## config.mk

```make
export PLATFORM = sky130hd
export DESIGN_NAME = lsu_mem_port
export DESIGN_NICKNAME = d
export VERILOG_FILES = /design/src/rtl/lsu_pkg.sv /design/src/rtl/lsu_store_fifo.sv /design/src/rtl/lsu_mem_port.sv
export SDC_FILE = /design/constraint.sdc
export NUM_CORES = 1
export LEC_CHECK = 0
export ABC_AREA = 1
export CAP_MARGIN = 20
export CORE_MARGIN = 10
export CORE_UTILIZATION = 57
export DETAILED_ROUTE_END_ITERATION = 8
export PLACE_DENSITY = 0.86
export SLEW_MARGIN = 20
export SYNTH_ARGS = -nofsm -noshare
export SYNTH_HDL_FRONTEND = slang
export SYNTH_SLANG_ARGS = --single-unit
```

## constraint.sdc

```tcl
create_clock -name clk -period 16.5 [get_ports clk]
set_input_delay 3.3 -clock clk [delete_from_list [all_inputs] [get_ports clk]]
set_output_delay 3.3 -clock clk [all_outputs]
set_load 0.01 [all_outputs]
```

## src/rtl/lsu_pkg.sv

```systemverilog
// Shared definitions for the load/store unit: FSM encoding and default widths.
package lsu_pkg;

  localparam int AW_DEF = 16;
  localparam int DW_DEF = 16;

  typedef enum logic [1:0] {
    S_IDLE  = 2'd0,
    S_LOAD  = 2'd1,
    S_WR_WB = 2'd2,
    S_WR_SB = 2'd3
  } lsu_state_e;

endpackage

```

## src/rtl/lsu_store_fifo.sv

```systemverilog
// Circular store buffer with wrap-bit pointers and an address match against
// every occupied entry, used to hold back loads that would bypass a store.
module lsu_store_fifo
  import lsu_pkg::*;
#(
  parameter int SB_DEPTH = 2,
  parameter int AW       = AW_DEF,
  parameter int DW       = DW_DEF
) (
  input  logic          clk,
  input  logic          a_rst,
  input  logic          push,
  input  logic [AW-1:0] push_addr,
  input  logic [DW-1:0] push_data,
  input  logic          pop,
  output logic          full,
  output logic          empty,
  output logic [AW-1:0] head_addr,
  output logic [DW-1:0] head_data,
  input  logic [AW-1:0] query_addr,
  output logic          addr_hit
);

  localparam int PW = $clog2(SB_DEPTH);

  logic [PW:0]   wr_ptr_q, wr_ptr_d;
  logic [PW:0]   rd_ptr_q, rd_ptr_d;
  logic [AW-1:0] addr_q [SB_DEPTH];
  logic [AW-1:0] addr_d [SB_DEPTH];
  logic [DW-1:0] data_q [SB_DEPTH];
  logic [DW-1:0] data_d [SB_DEPTH];
  logic [PW:0]   count;
  logic [PW-1:0] offs;

  assign count     = wr_ptr_q - rd_ptr_q;
  assign empty     = (wr_ptr_q == rd_ptr_q);
  assign full      = (wr_ptr_q[PW-1:0] == rd_ptr_q[PW-1:0]) && (wr_ptr_q[PW] != rd_ptr_q[PW]);
  assign head_addr = addr_q[rd_ptr_q[PW-1:0]];
  assign head_data = data_q[rd_ptr_q[PW-1:0]];

  // An entry is occupied when its distance from the head is below the fill count.
  always_comb begin
    addr_hit = 1'b0;
    offs     = '0;
    for (int i = 0; i < SB_DEPTH; i++) begin
      offs = PW'(i) - rd_ptr_q[PW-1:0];
      if (({1'b0, offs} < count) && (addr_q[i] == query_addr)) addr_hit = 1'b1;
    end
  end

  always_comb begin
    wr_ptr_d = wr_ptr_q;
    rd_ptr_d = rd_ptr_q;
    addr_d   = addr_q;
    data_d   = data_q;
    if (pop && !empty) rd_ptr_d = rd_ptr_q + (PW+1)'(1);
    // When full, a same-cycle pop vacates the head slot that the push then reuses.
    if (push && (!full || pop)) begin
      addr_d[wr_ptr_q[PW-1:0]] = push_addr;
      data_d[wr_ptr_q[PW-1:0]] = push_data;
      wr_ptr_d                 = wr_ptr_q + (PW+1)'(1);
    end
  end

  always_ff @(posedge clk or posedge a_rst) begin
    if (a_rst) begin
      wr_ptr_q <= '0;
      rd_ptr_q <= '0;
      for (int i = 0; i < SB_DEPTH; i++) begin
        addr_q[i] <= '0;
        data_q[i] <= '0;
      end
    end else begin
      wr_ptr_q <= wr_ptr_d;
      rd_ptr_q <= rd_ptr_d;
      addr_q   <= addr_d;
      data_q   <= data_d;
    end
  end

endmodule

```

## src/rtl/lsu_mem_port.sv

```systemverilog
// Load/store unit owning the 16-bit memory bus: issues AGU loads, buffers stores
// and writes back RMW results, keeping loads ordered behind matching writes.
//   state   | meaning
//   S_IDLE  | bus free, choose next transfer (WB > load > buffered store)
//   S_LOAD  | read in flight, waiting for bus_ack
//   S_WR_WB | RMW write-back in flight
//   S_WR_SB | store-buffer head write in flight
module lsu_mem_port
  import lsu_pkg::*;
#(
  parameter int AW       = AW_DEF,
  parameter int DW       = DW_DEF,
  parameter int SB_DEPTH = 2
) (
  input  logic          clk,
  input  logic          a_rst,
  input  logic          agu_valid,
  input  logic          agu_we,
  input  logic [AW-1:0] agu_addr,
  input  logic [DW-1:0] agu_wdata,
  output logic          agu_ready,
  input  logic          rmw_deny_op,
  input  logic          rmw_data_rdy,
  input  logic [AW-1:0] rmw_addr,
  input  logic [DW-1:0] rmw_data,
  output logic          lsu_ack,
  output logic          mem_rdy,
  output logic [DW-1:0] mem_data_in,
  output logic          bus_req,
  output logic          bus_we,
  output logic [AW-1:0] bus_addr,
  output logic [DW-1:0] bus_wdata,
  input  logic [DW-1:0] bus_rdata,
  input  logic          bus_ack
);

  lsu_state_e    state_q, state_d;
  logic          wb_valid_q, wb_valid_d;
  logic [AW-1:0] wb_addr_q, wb_addr_d;
  logic [DW-1:0] wb_data_q, wb_data_d;
  logic          mem_rdy_q, mem_rdy_d;
  logic [DW-1:0] mem_data_q, mem_data_d;
  logic          bus_req_q, bus_req_d;
  logic          bus_we_q, bus_we_d;
  logic [AW-1:0] bus_addr_q, bus_addr_d;
  logic [DW-1:0] bus_wdata_q, bus_wdata_d;

  logic          sb_full, sb_empty, sb_hit, sb_pop;
  logic [AW-1:0] sb_head_addr;
  logic [DW-1:0] sb_head_data;
  logic          ack_eff, store_acc, load_acc;

  lsu_store_fifo #(.SB_DEPTH(SB_DEPTH), .AW(AW), .DW(DW)) u_sb (
    .clk        (clk),
    .a_rst      (a_rst),
    .push       (store_acc),
    .push_addr  (agu_addr),
    .push_data  (agu_wdata),
    .pop        (sb_pop),
    .full       (sb_full),
    .empty      (sb_empty),
    .head_addr  (sb_head_addr),
    .head_data  (sb_head_data),
    .query_addr (agu_addr),
    .addr_hit   (sb_hit)
  );

  assign ack_eff   = bus_ack & bus_req_q;
  assign sb_pop    = (state_q == S_WR_SB) & ack_eff;
  assign lsu_ack   = rmw_data_rdy & ~wb_valid_q;
  assign store_acc = agu_valid & agu_we & ~rmw_deny_op & (~sb_full | sb_pop);
  // rmw_data_rdy gates loads so a capture this cycle is never overtaken.
  assign load_acc  = agu_valid & ~agu_we & ~rmw_deny_op & (state_q == S_IDLE) &
                     ~wb_valid_q & ~rmw_data_rdy & ~sb_hit;
  assign agu_ready = store_acc | load_acc;

  always_comb begin
    state_d     = state_q;
    wb_valid_d  = wb_valid_q;
    wb_addr_d   = wb_addr_q;
    wb_data_d   = wb_data_q;
    mem_rdy_d   = 1'b0;
    mem_data_d  = mem_data_q;
    bus_req_d   = bus_req_q;
    bus_we_d    = bus_we_q;
    bus_addr_d  = bus_addr_q;
    bus_wdata_d = bus_wdata_q;
    case (state_q)
      S_IDLE: begin
        if (wb_valid_q) begin
          state_d     = S_WR_WB;
          bus_req_d   = 1'b1;
          bus_we_d    = 1'b1;
          bus_addr_d  = wb_addr_q;
          bus_wdata_d = wb_data_q;
        end else if (load_acc) begin
          state_d    = S_LOAD;
          bus_req_d  = 1'b1;
          bus_we_d   = 1'b0;
          bus_addr_d = agu_addr;
        end else if (!sb_empty) begin
          state_d     = S_WR_SB;
          bus_req_d   = 1'b1;
          bus_we_d    = 1'b1;
          bus_addr_d  = sb_head_addr;
          bus_wdata_d = sb_head_data;
        end
      end
      default: begin
        if (ack_eff) begin
          state_d   = S_IDLE;
          bus_req_d = 1'b0;
          if (state_q == S_LOAD) begin
            mem_rdy_d  = 1'b1;
            mem_data_d = bus_rdata;
          end
          if (state_q == S_WR_WB) wb_valid_d = 1'b0;
        end
      end
    endcase
    if (lsu_ack) begin
      wb_valid_d = 1'b1;
      wb_addr_d  = rmw_addr;
      wb_data_d  = rmw_data;
    end
  end

  always_ff @(posedge clk or posedge a_rst) begin
    if (a_rst) begin
      state_q     <= S_IDLE;
      wb_valid_q  <= 1'b0;
      wb_addr_q   <= '0;
      wb_data_q   <= '0;
      mem_rdy_q   <= 1'b0;
      mem_data_q  <= '0;
      bus_req_q   <= 1'b0;
      bus_we_q    <= 1'b0;
      bus_addr_q  <= '0;
      bus_wdata_q <= '0;
    end else begin
      state_q     <= state_d;
      wb_valid_q  <= wb_valid_d;
      wb_addr_q   <= wb_addr_d;
      wb_data_q   <= wb_data_d;
      mem_rdy_q   <= mem_rdy_d;
      mem_data_q  <= mem_data_d;
      bus_req_q   <= bus_req_d;
      bus_we_q    <= bus_we_d;
      bus_addr_q  <= bus_addr_d;
      bus_wdata_q <= bus_wdata_d;
    end
  end

  assign mem_rdy     = mem_rdy_q;
  assign mem_data_in = mem_data_q;
  assign bus_req     = bus_req_q;
  assign bus_we      = bus_we_q;
  assign bus_addr    = bus_addr_q;
  assign bus_wdata   = bus_wdata_q;

endmodule
```

==> impl_table.tex, run 1 <==
\begin{tabular}{lr}
\hline
Metric & Value \\
\hline
\multicolumn{2}{l}{\textbf{Routing}} \\
Detailed-route via count & 6393 \\
DRC viols & 0 \\
Drt initial violations & 769 \\
Length of the first detailed-routing pass in iterations & 5 \\
Routed vias/inst & 5.24 \\
Routed wire length per instance & 16.0 µm \\
Routed Antenna Nets & 0 \\
Routed wire length & 19600 µm \\
\multicolumn{2}{l}{\textbf{Clock network}} \\
Post-CTS Hold Fix Bufs & 0 \\
Clock transition at path regs & 0.06 ns \\
TritonCTS Buffers & 17 \\
Clock insertion delay at the later pin of the skew report & 0.43 ns \\
Number of post-CTS setup repair buffers & 0 \\
CTS tree & done \\
Number of cells upsized or downsized after cts & 0 \\
Number of sinks on the clock net & 154 \\
Root buffer cell & clkbuf\_16 \\
Bufs on Longest Clock Path & 2 \\
Count of H-tree levels built during CTS & 4 \\
\multicolumn{2}{l}{\textbf{Timing}} \\
Final critical-path required period & 9.05 ns \\
Fraction of the cycle the final worst path needs & 0.548 \\
Clock skew after layout & 0.00824 ns \\
Final hold violations & 0 \\
Number of max-slew violations in the final report & 0 \\
Setup TNS & 0 ns \\
Final setup violation count & 0 \\
Measured slew at the worst slew-check pin & 1.05 ns \\
Relative max-transition margin & 0.300 \\
Unrepaired setup endpoints after global routing & false \\
Peak clock frequency supported by timing & 0.111 GHz \\
\multicolumn{2}{l}{\textbf{Floorplanning}} \\
Number of top-level pins & 140 \\
DIE HEIGHT & 134 µm \\
Std-Cell Core Area & 0.0127 mm² \\
Die boundary width & 134 µm \\
Floorplan die area & 0.0180 mm² \\
Row count & 41 \\
Initial Util & 0.586 \\
\multicolumn{2}{l}{\textbf{Logic synthesis}} \\
Total nets after synthesis & 1004 \\
Instance count of the mapped netlist & 914 \\
Average cell area after synthesis & 8.12 µm² \\
Post-synth top flop & dfrtp\_1 \\
Total number of yosys warnings & 0 \\
Synthesized cell area & 0.00743 mm² \\
Post-synth ARST share & 1.00 \\
Fraction of the yosys area taken by sequential cells & 0.519 \\
Count of flip-flops with a built-in enable after synthesis & 0 \\
Number of unique standard cell types used by synthesis & 32 \\
Number of synthesized register bits & 154 \\
\multicolumn{2}{l}{\textbf{Pwr}} \\
Switching Power & 698 µW \\
Internal Power & 1100 µW \\
Proportion of total power due to net switching & 0.389 \\
Logic gate share of total power & 0.395 \\
Standby leakage power & 0.00459 µW \\
Sequential group share of total power & 0.390 \\
Maximum vdd drop & 0.000120 V \\
Pwr/cell area & 190 mW/mm² \\
Clock network fraction of design power & 0.214 \\
\multicolumn{2}{l}{\textbf{Cells and area}} \\
\# nets final & 1126 \\
Area delta synth->final & 27.4\% \\
Layout Cells excl Fill & 1221 \\
Count of inserted antenna diode cells & 0 \\
Most common cell after layout, fill and taps aside & nand2\_1 \\
Layout cell share with drive strength beyond 1 & 0.0734 \\
Most frequent cells in the layout & nand2\_1 (389), dfrtp\_1 (153), clkdlybuf4s50\_1 (139) \\
\multicolumn{2}{l}{\textbf{Run}} \\
Number of maximum-capacitance violations & 0 \\
\multicolumn{2}{l}{\textbf{Placed design}} \\
Number of buffer cells added on primary ports & 139 \\
Detailed-placement wirelength estimate & 13400 µm \\
Number of placed instances, taps included & 1189 \\
Final weighted congestion in routability-driven placement & 0.877 \\
\multicolumn{2}{l}{\textbf{Critical path}} \\
Most repeated library cell on the critical path & nand2\_1 \\
Largest incremental delay on the critical path & 0.65 ns \\
Critical path, cell by cell & clkdlybuf4s50\_1, inv\_2, nand2\_1, nand2\_1, nor2\_1, nand2\_1, nor2\_2, nand3\_4, nand3\_4, nand2\_1, clkdlybuf4s50\_1 \\
Required time of the critical path & 13.20 ns \\
Path type of the worst setup path & input port to output pin \\
Crit path max-delay family & buffers and inverters \\
Kind of launch point of the worst setup path & input port \\
Worst-path cell with the longest stage delay & clkdlybuf4s50\_1 \\
Count of cells along the worst register-to-register path & 9 \\
Cell depth of the worst setup path & 11 \\
Maximum fanout count along the critical path & 36 \\
Critical path buffers and inverters & 3 \\
CP Capture Type & output pin \\
Data arrival time of the critical path & 5.75 ns \\
\multicolumn{2}{l}{\textbf{GRT}} \\
Total GRT Usage & 0.224 \\
Via count of the first global-routing pass & 6405 \\
Total congestion overflow & 0 \\
Largest net degree at the start of global routing & 86 \\
Antenna violations before repair & 0 \\
First-pass GRT wire length & 32200 µm \\
\multicolumn{2}{l}{\textbf{Worst hold path}} \\
Hold-critical path depth & 2 \\
Hold WC Path Type & flop to flop \\
\multicolumn{2}{l}{\textbf{Run status}} \\
Status & finished clean \\
\hline
\end{tabular}
## cell usage after synthesis (all sizes together), types with 2 or more instances
master | count | share of area
a21oi | 18 | 0.012
buf | 19 | 0.019
clkbuf | 23 | 0.012
dfrtp | 154 | 0.52
ha | 3 | 0.0051
inv | 76 | 0.039
mux2 | 17 | 0.026
mux2i | 16 | 0.022
nand2 | 393 | 0.20
nand3 | 21 | 0.019
nand4 | 18 | 0.015
nor2 | 40 | 0.023
nor3 | 3 | 0.0034
o21a | 2 | 0.0020
o21ai | 97 | 0.065
xnor2 | 2 | 0.0024
xor2 | 8 | 0.0094
## worst paths after layout
kind / from / endpoint / slack (ns)
worst min-delay path: mem_data_in[15] / mem_data_in[15] / 0.47
worst max-delay path: agu_addr[11] / agu_ready / 7.45
min in group asynchronous: a_rst / u_sb.data_q[4] / 3.34
max in group asynchronous: a_rst / u_sb.rd_ptr_q[0] / 11.90
worst max register to register: u_sb.rd_ptr_q[0] / bus_wdata[8] / 13.15
worst min register to register: mem_data_in[15] / mem_data_in[15] / 0.47
## kinds of logic (layout without fill, tap and decap cells)
family,count (synthesis),count (layout),share of synthesized area
AOI/OAI and AO/OA,119,119,0.0829
buffers and inverters,118,253,0.0696
muxes,33,33,0.0473
adders and majority gates,3,3,0.00506
and+or+nand+nor,477,477,0.264
DFF,154,154,0.519
xor gates and xnor gates,10,10,0.0118
## worst min-delay path: cells and delay by family (launching register included)
family        cells  cell delay (ns)
simple gates      2             0.10
flops             1             0.34
## area by class of cell
cell class              count  area [µm²]
fillers                   944        3210
repair buffers            145        1440
multi-input cells         642        3060
well taps                 172         215
clock inverters            11         109
clock buffers              21         480
flip-flops and latches    154        3860
inverters                  76         295
## sequential cells by signal (all words and copies together), names as in the netlist, 2 cells and up
register / count
u_sb.rd_ptr_q: 2
state_q: 2
bus_wdata: 16
mem_data_in: 16
u_sb.data_q: 32
bus_addr: 16
wb_data_q: 16
u_sb.wr_ptr_q: 2
u_sb.addr_q: 32
wb_addr_q: 16
## metal layers
layer,track usage,wire (µm)
met5,0,0
met4,0.0792,361
met3,0.0687,1480
met2,0.361,9420
met1,0.279,8300
## through the flow
step	power (µW)	setup WS (ns)	hold slack, ns	area, µm²	util
final	1790	7.45	0.471	9460	0.747
after global routing	1930	7.27	0.485	9460	0.747
after CTS	1800	7.50	0.473	9460	0.746
after detailed placement	1400	7.51	0.458	8870	0.700
after global placement	1370	7.53	0.454	8850	0.699
after floorplan	1130	8.94	0.449	7430	-
## power by group through the flow
stage	Combinational, µW	Clock [µW]	Sequential, µW
final	709	384	700
after detailed placement	702	0	697
after floorplan	459	0	670
after global placement	677	0	693
after global routing	798	406	725
after CTS	712	389	695
Power figures use the tool's default switching activity.
==> run 2: changes to the inputs <==
--- a/config.mk
+++ b/config.mk
@@ -8,9 +8,9 @@
 export ABC_AREA = 1
 export CAP_MARGIN = 20
 export CORE_MARGIN = 10
-export CORE_UTILIZATION = 57
+export CORE_UTILIZATION = 47
 export DETAILED_ROUTE_END_ITERATION = 8
-export PLACE_DENSITY = 0.86
+export PLACE_DENSITY = 0.76
 export SLEW_MARGIN = 20
 export SYNTH_ARGS = -nofsm -noshare
 export SYNTH_HDL_FRONTEND = slang
==> constraint.sdc (replaced) <==
create_clock -name clk -period 8.1 [get_ports clk]
set_input_delay 1.62 -clock clk [delete_from_list [all_inputs] [get_ports clk]]
set_output_delay 1.62 -clock clk [all_outputs]
set_load 0.01 [all_outputs]
==> run 2 against run 1 <==
  * Critical path depth decreased by 5
  * Routed wire length decreased by 3.4%
  * Setup slack worse by 5.4 ns
  * Flip-flop and latch count stayed put
  * First-iteration DRC count decreased by 36%
  * Critical path type unchanged
  * Largest power group unchanged
  * Highest routed layer unchanged
==> impl_table.tex, run 2 (synthesis gave the netlist of run 1 again) <==
\begin{tabular}{lr}
\hline
Metric & Value \\
\hline
\multicolumn{2}{l}{\textbf{Run status}} \\
Status & finished clean \\
\multicolumn{2}{l}{\textbf{Timing}} \\
Measured slew at the worst slew-check pin & 1.01 ns \\
Final hold violations & 0 \\
Number of max-slew violations in the final report & 0 \\
Clock skew after layout & 0.00965 ns \\
Unrepaired setup endpoints after global routing & false \\
Minimum setup slack in the final design & 2.08 ns \\
Peak clock frequency supported by timing & 0.166 GHz \\
Final setup violation count & 0 \\
Final critical-path required period & 6.02 ns \\
Relative max-transition margin & 0.319 \\
Fraction of the cycle the final worst path needs & 0.744 \\
Setup TNS & 0 ns \\
\multicolumn{2}{l}{\textbf{Critical path}} \\
Worst-path cell with the longest stage delay & nor4\_4 \\
Path type of the worst setup path & input port to output pin \\
Kind of launch point of the worst setup path & input port \\
CP Capture Type & output pin \\
Required time of the critical path & 6.48 ns \\
Data arrival time of the critical path & 4.40 ns \\
Critical path, cell by cell & clkdlybuf4s50\_1, nand2\_1, nor4\_4, nand3\_4, nand2\_1, clkdlybuf4s50\_1 \\
Maximum fanout count along the critical path & 36 \\
Largest incremental delay on the critical path & 0.84 ns \\
\multicolumn{2}{l}{\textbf{Worst hold path}} \\
Hold WC Path Type & flop to flop \\
\multicolumn{2}{l}{\textbf{Routing}} \\
Routed Antenna Nets & 0 \\
Length of the first detailed-routing pass in iterations & 5 \\
Detailed-route via count & 6231 \\
Drt initial violations & 494 \\
Routed wire length & 18900 µm \\
Routed vias/inst & 4.95 \\
Routed wire length per instance & 15.0 µm \\
DRC viols & 0 \\
\multicolumn{2}{l}{\textbf{Run}} \\
Number of maximum-capacitance violations & 0 \\
\multicolumn{2}{l}{\textbf{Clock network}} \\
Bufs on Longest Clock Path & 2 \\
Post-CTS Hold Fix Bufs & 0 \\
Clock insertion delay at the later pin of the skew report & 0.42 ns \\
Count of H-tree levels built during CTS & 4 \\
Clock transition at path regs & 0.06 ns \\
Number of sinks on the clock net & 154 \\
TritonCTS Buffers & 17 \\
Number of cells upsized or downsized after cts & 0 \\
Root buffer cell & clkbuf\_16 \\
Number of post-CTS setup repair buffers & 0 \\
CTS tree & done \\
\multicolumn{2}{l}{\textbf{GRT}} \\
Via count of the first global-routing pass & 6161 \\
Total GRT Usage & 0.178 \\
First-pass GRT wire length & 31100 µm \\
GRT Max-Usage Layer & met2 \\
Met1 Resource Use GR & 0.236 \\
Met2 Use GR & 0.275 \\
Antenna violations before repair & 1 \\
Met3 Resource Use GR & 0.0459 \\
Largest net degree at the start of global routing & 83 \\
Total congestion overflow & 0 \\
\multicolumn{2}{l}{\textbf{Floorplanning}} \\
DIE HEIGHT & 146 µm \\
Number of top-level pins & 140 \\
Initial Util & 0.485 \\
Row count & 45 \\
Floorplan die area & 0.0212 mm² \\
Die boundary width & 146 µm \\
Std-Cell Core Area & 0.0153 mm² \\
\multicolumn{2}{l}{\textbf{Cells and area}} \\
\# nets final & 1127 \\
Area delta synth->final & 28.0\% \\
Largest registers & u\_sb.addr\_q: 32 flops, u\_sb.data\_q: 32 flops \\
Most common cell after layout, fill and taps aside & nand2\_1 \\
Layout cell share with drive strength beyond 1 & 0.0687 \\
Filler instances & 1344 \\
Most frequent cells in the layout & nand2\_1 (390), dfrtp\_1 (153), clkdlybuf4s50\_1 (139) \\
Area of combinational cells with multiple inputs & 0.00307 mm² \\
FF+latch area & 0.00385 mm² \\
\multicolumn{2}{l}{\textbf{Placed design}} \\
Number of buffer cells added on primary ports & 139 \\
Detailed-placement wirelength estimate & 13000 µm \\
Pre-CTS setup slack & 2.08 ns \\
Final weighted congestion in routability-driven placement & 0.831 \\
\multicolumn{2}{l}{\textbf{Pwr}} \\
Pwr/cell area & 381 mW/mm² \\
Post-route total power & 3630 µW \\
Maximum vdd drop & 0.000193 V \\
Standby leakage power & 0.00460 µW \\
\hline
\end{tabular}
[run 2: per-layer routing]
| layer | vias to the layer above | wire length [µm] |
|---|---|---|
| met5 | - | 0 |
| met4 | 0 | 276 |
| met3 | 21 | 1100 |
| met2 | 163 | 8690 |
| met1 | 2914 | 8810 |
| li1 | 3133 | - |
[run 2: critical path, delay by kind of cell]
family	cells	cell delay, ns
buffers and inverters	2	1.10
AND/OR/NAND/NOR	4	1.65
[run 2: path summary, 6_finish.rpt]
check,start,endpoint,slack [ns],cells past startpoint
worst min register to register,mem_data_in[14],mem_data_in[14],0.47,2
worst min-delay path,mem_data_in[14],mem_data_in[14],0.47,2
max in group asynchronous,a_rst,u_sb.rd_ptr_q[0],4.94,3
worst max-delay path,agu_valid,agu_ready,2.08,6
worst max register to register,wb_valid_q,bus_wdata[1],4.67,8
min in group asynchronous,a_rst,mem_rdy,1.72,2
[run 2: where the power goes]
| part | switching (µW) | internal [µW] | total, µW |
|---|---|---|---|
| clock | 306 | 484 | 790 |
| sequential | 206 | 1140 | 1350 |
| combinational | 852 | 636 | 1490 |
[run 2: final cells by class]
cell class              instances  area share
repair buffers                146       0.152
clock inverters                 6     0.00934
clock buffers                  24      0.0517
diodes                          1    0.000263
well taps                     211      0.0278
inverters                      76      0.0311
multi-input cells             642       0.323
flip-flops and latches        154       0.405
[run 2: metrics by stage]
step,instances,area (µm²),hold WS (ns),util
final,1260,9510,0.468,0.621
after global routing,1260,9510,0.490,0.621
after CTS,1259,9500,0.473,0.620
after detailed placement,1229,8920,0.459,0.582
after global placement,1229,8920,0.453,0.582
after floorplan,914,7430,0.449,-
==> run 3: changes to the inputs <==
==> constraint.sdc (replaced) <==
create_clock -name clk -period 5.2 [get_ports clk]
set_input_delay 1.04 -clock clk [delete_from_list [all_inputs] [get_ports clk]]
set_output_delay 1.04 -clock clk [all_outputs]
set_load 0.01 [all_outputs]
==> run 3 against run 2 <==
  * Clock power is 58% higher
  * Critical path depth is 3 higher
  * Setup slack worse by 1.1 ns
  * Final cell count is 0.24% higher
  * Design area is 0.36% higher
  * Sequential power is 56% higher
  * Sequential share of layout area is 0.14 points lower
  * Clock skew is 0.0014 ns lower
  * Die area stayed put
  * First-iteration DRC count is 17% lower
  * Flip-flop and latch count stayed put
==> impl_table.tex, run 3 (synthesis gave the netlist of run 1 again) <==
\begin{tabular}{lr}
\hline
Metric & Value \\
\hline
\multicolumn{2}{l}{\textbf{Run status}} \\
Status & finished clean \\
\multicolumn{2}{l}{\textbf{GRT}} \\
Largest net degree at the start of global routing & 93 \\
Via count of the first global-routing pass & 6126 \\
Total GRT Usage & 0.184 \\
First-pass GRT wire length & 32100 µm \\
Total congestion overflow & 0 \\
Antenna violations before repair & 0 \\
\multicolumn{2}{l}{\textbf{Pwr}} \\
Clock network fraction of design power & 0.220 \\
Proportion of total power due to net switching & 0.378 \\
Logic gate share of total power & 0.410 \\
Maximum vdd drop & 0.000328 V \\
Sequential group share of total power & 0.370 \\
Standby leakage power & 0.00460 µW \\
Pwr/cell area & 596 mW/mm² \\
Post-route total power & 5680 µW \\
Switching Power & 2150 µW \\
Internal Power & 3540 µW \\
\multicolumn{2}{l}{\textbf{Cells and area}} \\
Layout cell share with drive strength beyond 1 & 0.0722 \\
Area delta synth->final & 28.5\% \\
\# nets final & 1130 \\
Post-route cell area & 0.00954 mm² \\
Largest registers & u\_sb.addr\_q: 32 flops, u\_sb.data\_q: 32 flops \\
Count of inserted antenna diode cells & 0 \\
Filler instances & 1378 \\
Most frequent cells in the layout & nand2\_1 (390), dfrtp\_1 (153), clkdlybuf4s50\_1 (139) \\
Most common cell after layout, fill and taps aside & nand2\_1 \\
\multicolumn{2}{l}{\textbf{Clock network}} \\
Number of sinks on the clock net & 154 \\
TritonCTS Buffers & 17 \\
Number of post-CTS setup repair buffers & 0 \\
CTS tree & done \\
Post-CTS Hold Fix Bufs & 0 \\
Root buffer cell & clkbuf\_16 \\
Clock transition at path regs & 0.06 ns \\
Clock insertion delay at the later pin of the skew report & 0.42 ns \\
Bufs on Longest Clock Path & 2 \\
Count of H-tree levels built during CTS & 4 \\
Number of cells upsized or downsized after cts & 0 \\
\multicolumn{2}{l}{\textbf{Routing}} \\
DRC viols & 0 \\
Detailed-route via count & 6196 \\
Routed wire length & 19300 µm \\
Routed wire length per instance & 15.3 µm \\
Routed vias/inst & 4.91 \\
Length of the first detailed-routing pass in iterations & 5 \\
Routed Antenna Nets & 0 \\
Drt initial violations & 412 \\
\multicolumn{2}{l}{\textbf{Floorplanning}} \\
Initial Util & 0.485 \\
Std-Cell Core Area & 0.0153 mm² \\
Floorplan die area & 0.0212 mm² \\
Row count & 45 \\
Number of top-level pins & 140 \\
DIE HEIGHT & 146 µm \\
Die boundary width & 146 µm \\
\multicolumn{2}{l}{\textbf{Critical path}} \\
Maximum fanout count along the critical path & 17 \\
Path type of the worst setup path & input port to output pin \\
Required time of the critical path & 4.16 ns \\
CP Capture Type & output pin \\
Kind of launch point of the worst setup path & input port \\
Data arrival time of the critical path & 3.19 ns \\
\multicolumn{2}{l}{\textbf{Worst hold path}} \\
Hold WC Path Type & flop to flop \\
\multicolumn{2}{l}{\textbf{Placed design}} \\
Final weighted congestion in routability-driven placement & 0.814 \\
Number of buffer cells added on primary ports & 139 \\
Detailed-placement wirelength estimate & 13200 µm \\
Placement Cell Area & 0.00895 mm² \\
\multicolumn{2}{l}{\textbf{Timing}} \\
Final critical-path required period & 4.23 ns \\
Number of max-slew violations in the final report & 0 \\
Fraction of the cycle the final worst path needs & 0.813 \\
Setup TNS & 0 ns \\
Peak clock frequency supported by timing & 0.237 GHz \\
Relative max-transition margin & 0.287 \\
Unrepaired setup endpoints after global routing & false \\
Clock skew after layout & 0.00820 ns \\
Final hold violations & 0 \\
Final setup violation count & 0 \\
Measured slew at the worst slew-check pin & 1.07 ns \\
\multicolumn{2}{l}{\textbf{Run}} \\
Number of maximum-capacitance violations & 0 \\
\hline
\end{tabular}
==> run 3: critical path, stage by stage <==
cell and delay, ns:
clkdlybuf4s50_1 0.60, inv_2 0.06, a21oi_1 0.15, nand3_1 0.13
nor2_2 0.17, nand3_4 0.24, nand3_4 0.16, nand2_1 0.11
clkdlybuf4s50_1 0.53
==> run 3: stage by stage <==
step | hold WS [ns] | std cells | util | worst slack [ns]
2_1_floorplan | 0.449 | 914 | - | 0.0102
3_3_place_gp | 0.453 | 1232 | 0.584 | 0.991
3_5_place_dp | 0.458 | 1232 | 0.584 | 0.993
4_1_cts | 0.472 | 1263 | 0.623 | 0.978
5_1_grt | 0.488 | 1263 | 0.623 | 0.852
6_report | 0.466 | 1263 | 0.623 | 0.974
==> run 3: layout make-up <==
cell class,instances,area (µm²),area share
clock buffers,21,450,0.0472
clock inverters,10,144,0.0151
inverters,76,295,0.0309
multi-input cells,642,3070,0.321
flip-flops and latches,154,3850,0.404
well taps,211,264,0.0277
repair buffers,149,1470,0.154
==> run 3: path summary, 6_finish.rpt <==
kind / startpoint / endpoint / slack [ns] / depth (start not counted)
max in group asynchronous: a_rst / bus_addr[13] / 3.06 / 3
hold reg to reg: mem_data_in[7] / mem_data_in[7] / 0.47 / 2
min in group asynchronous: a_rst / mem_data_in[2] / 1.19 / 2
setup reg to reg: u_sb.wr_ptr_q[0] / bus_wdata[0] / 2.07 / 13
setup / recovery: agu_addr[15] / agu_ready / 0.97 / 9
hold / removal: mem_data_in[7] / mem_data_in[7] / 0.47 / 2
==> run 3: per-layer routing <==
layer  GRT usage  share of wire  vias to the layer above
li1            -              -                     3131
met1       0.252           0.47                     2901
met2       0.282           0.46                      156
met3      0.0503          0.055                        8
met4      0.0440         0.0069                        0
met5           0              0                        -
==> run 3: power by group through the flow <==
| stage | clock network, µW | logic [µW] | registers, µW |
|---|---|---|---|
| 2_1_floorplan | 0 | 1460 | 2130 |
| 3_3_place_gp | 0 | 2290 | 2090 |
| 3_5_place_dp | 0 | 2340 | 2110 |
| 4_1_cts | 1270 | 2350 | 2100 |
| 5_1_grt | 1320 | 2640 | 2170 |
| 6_report | 1250 | 2330 | 2100 |
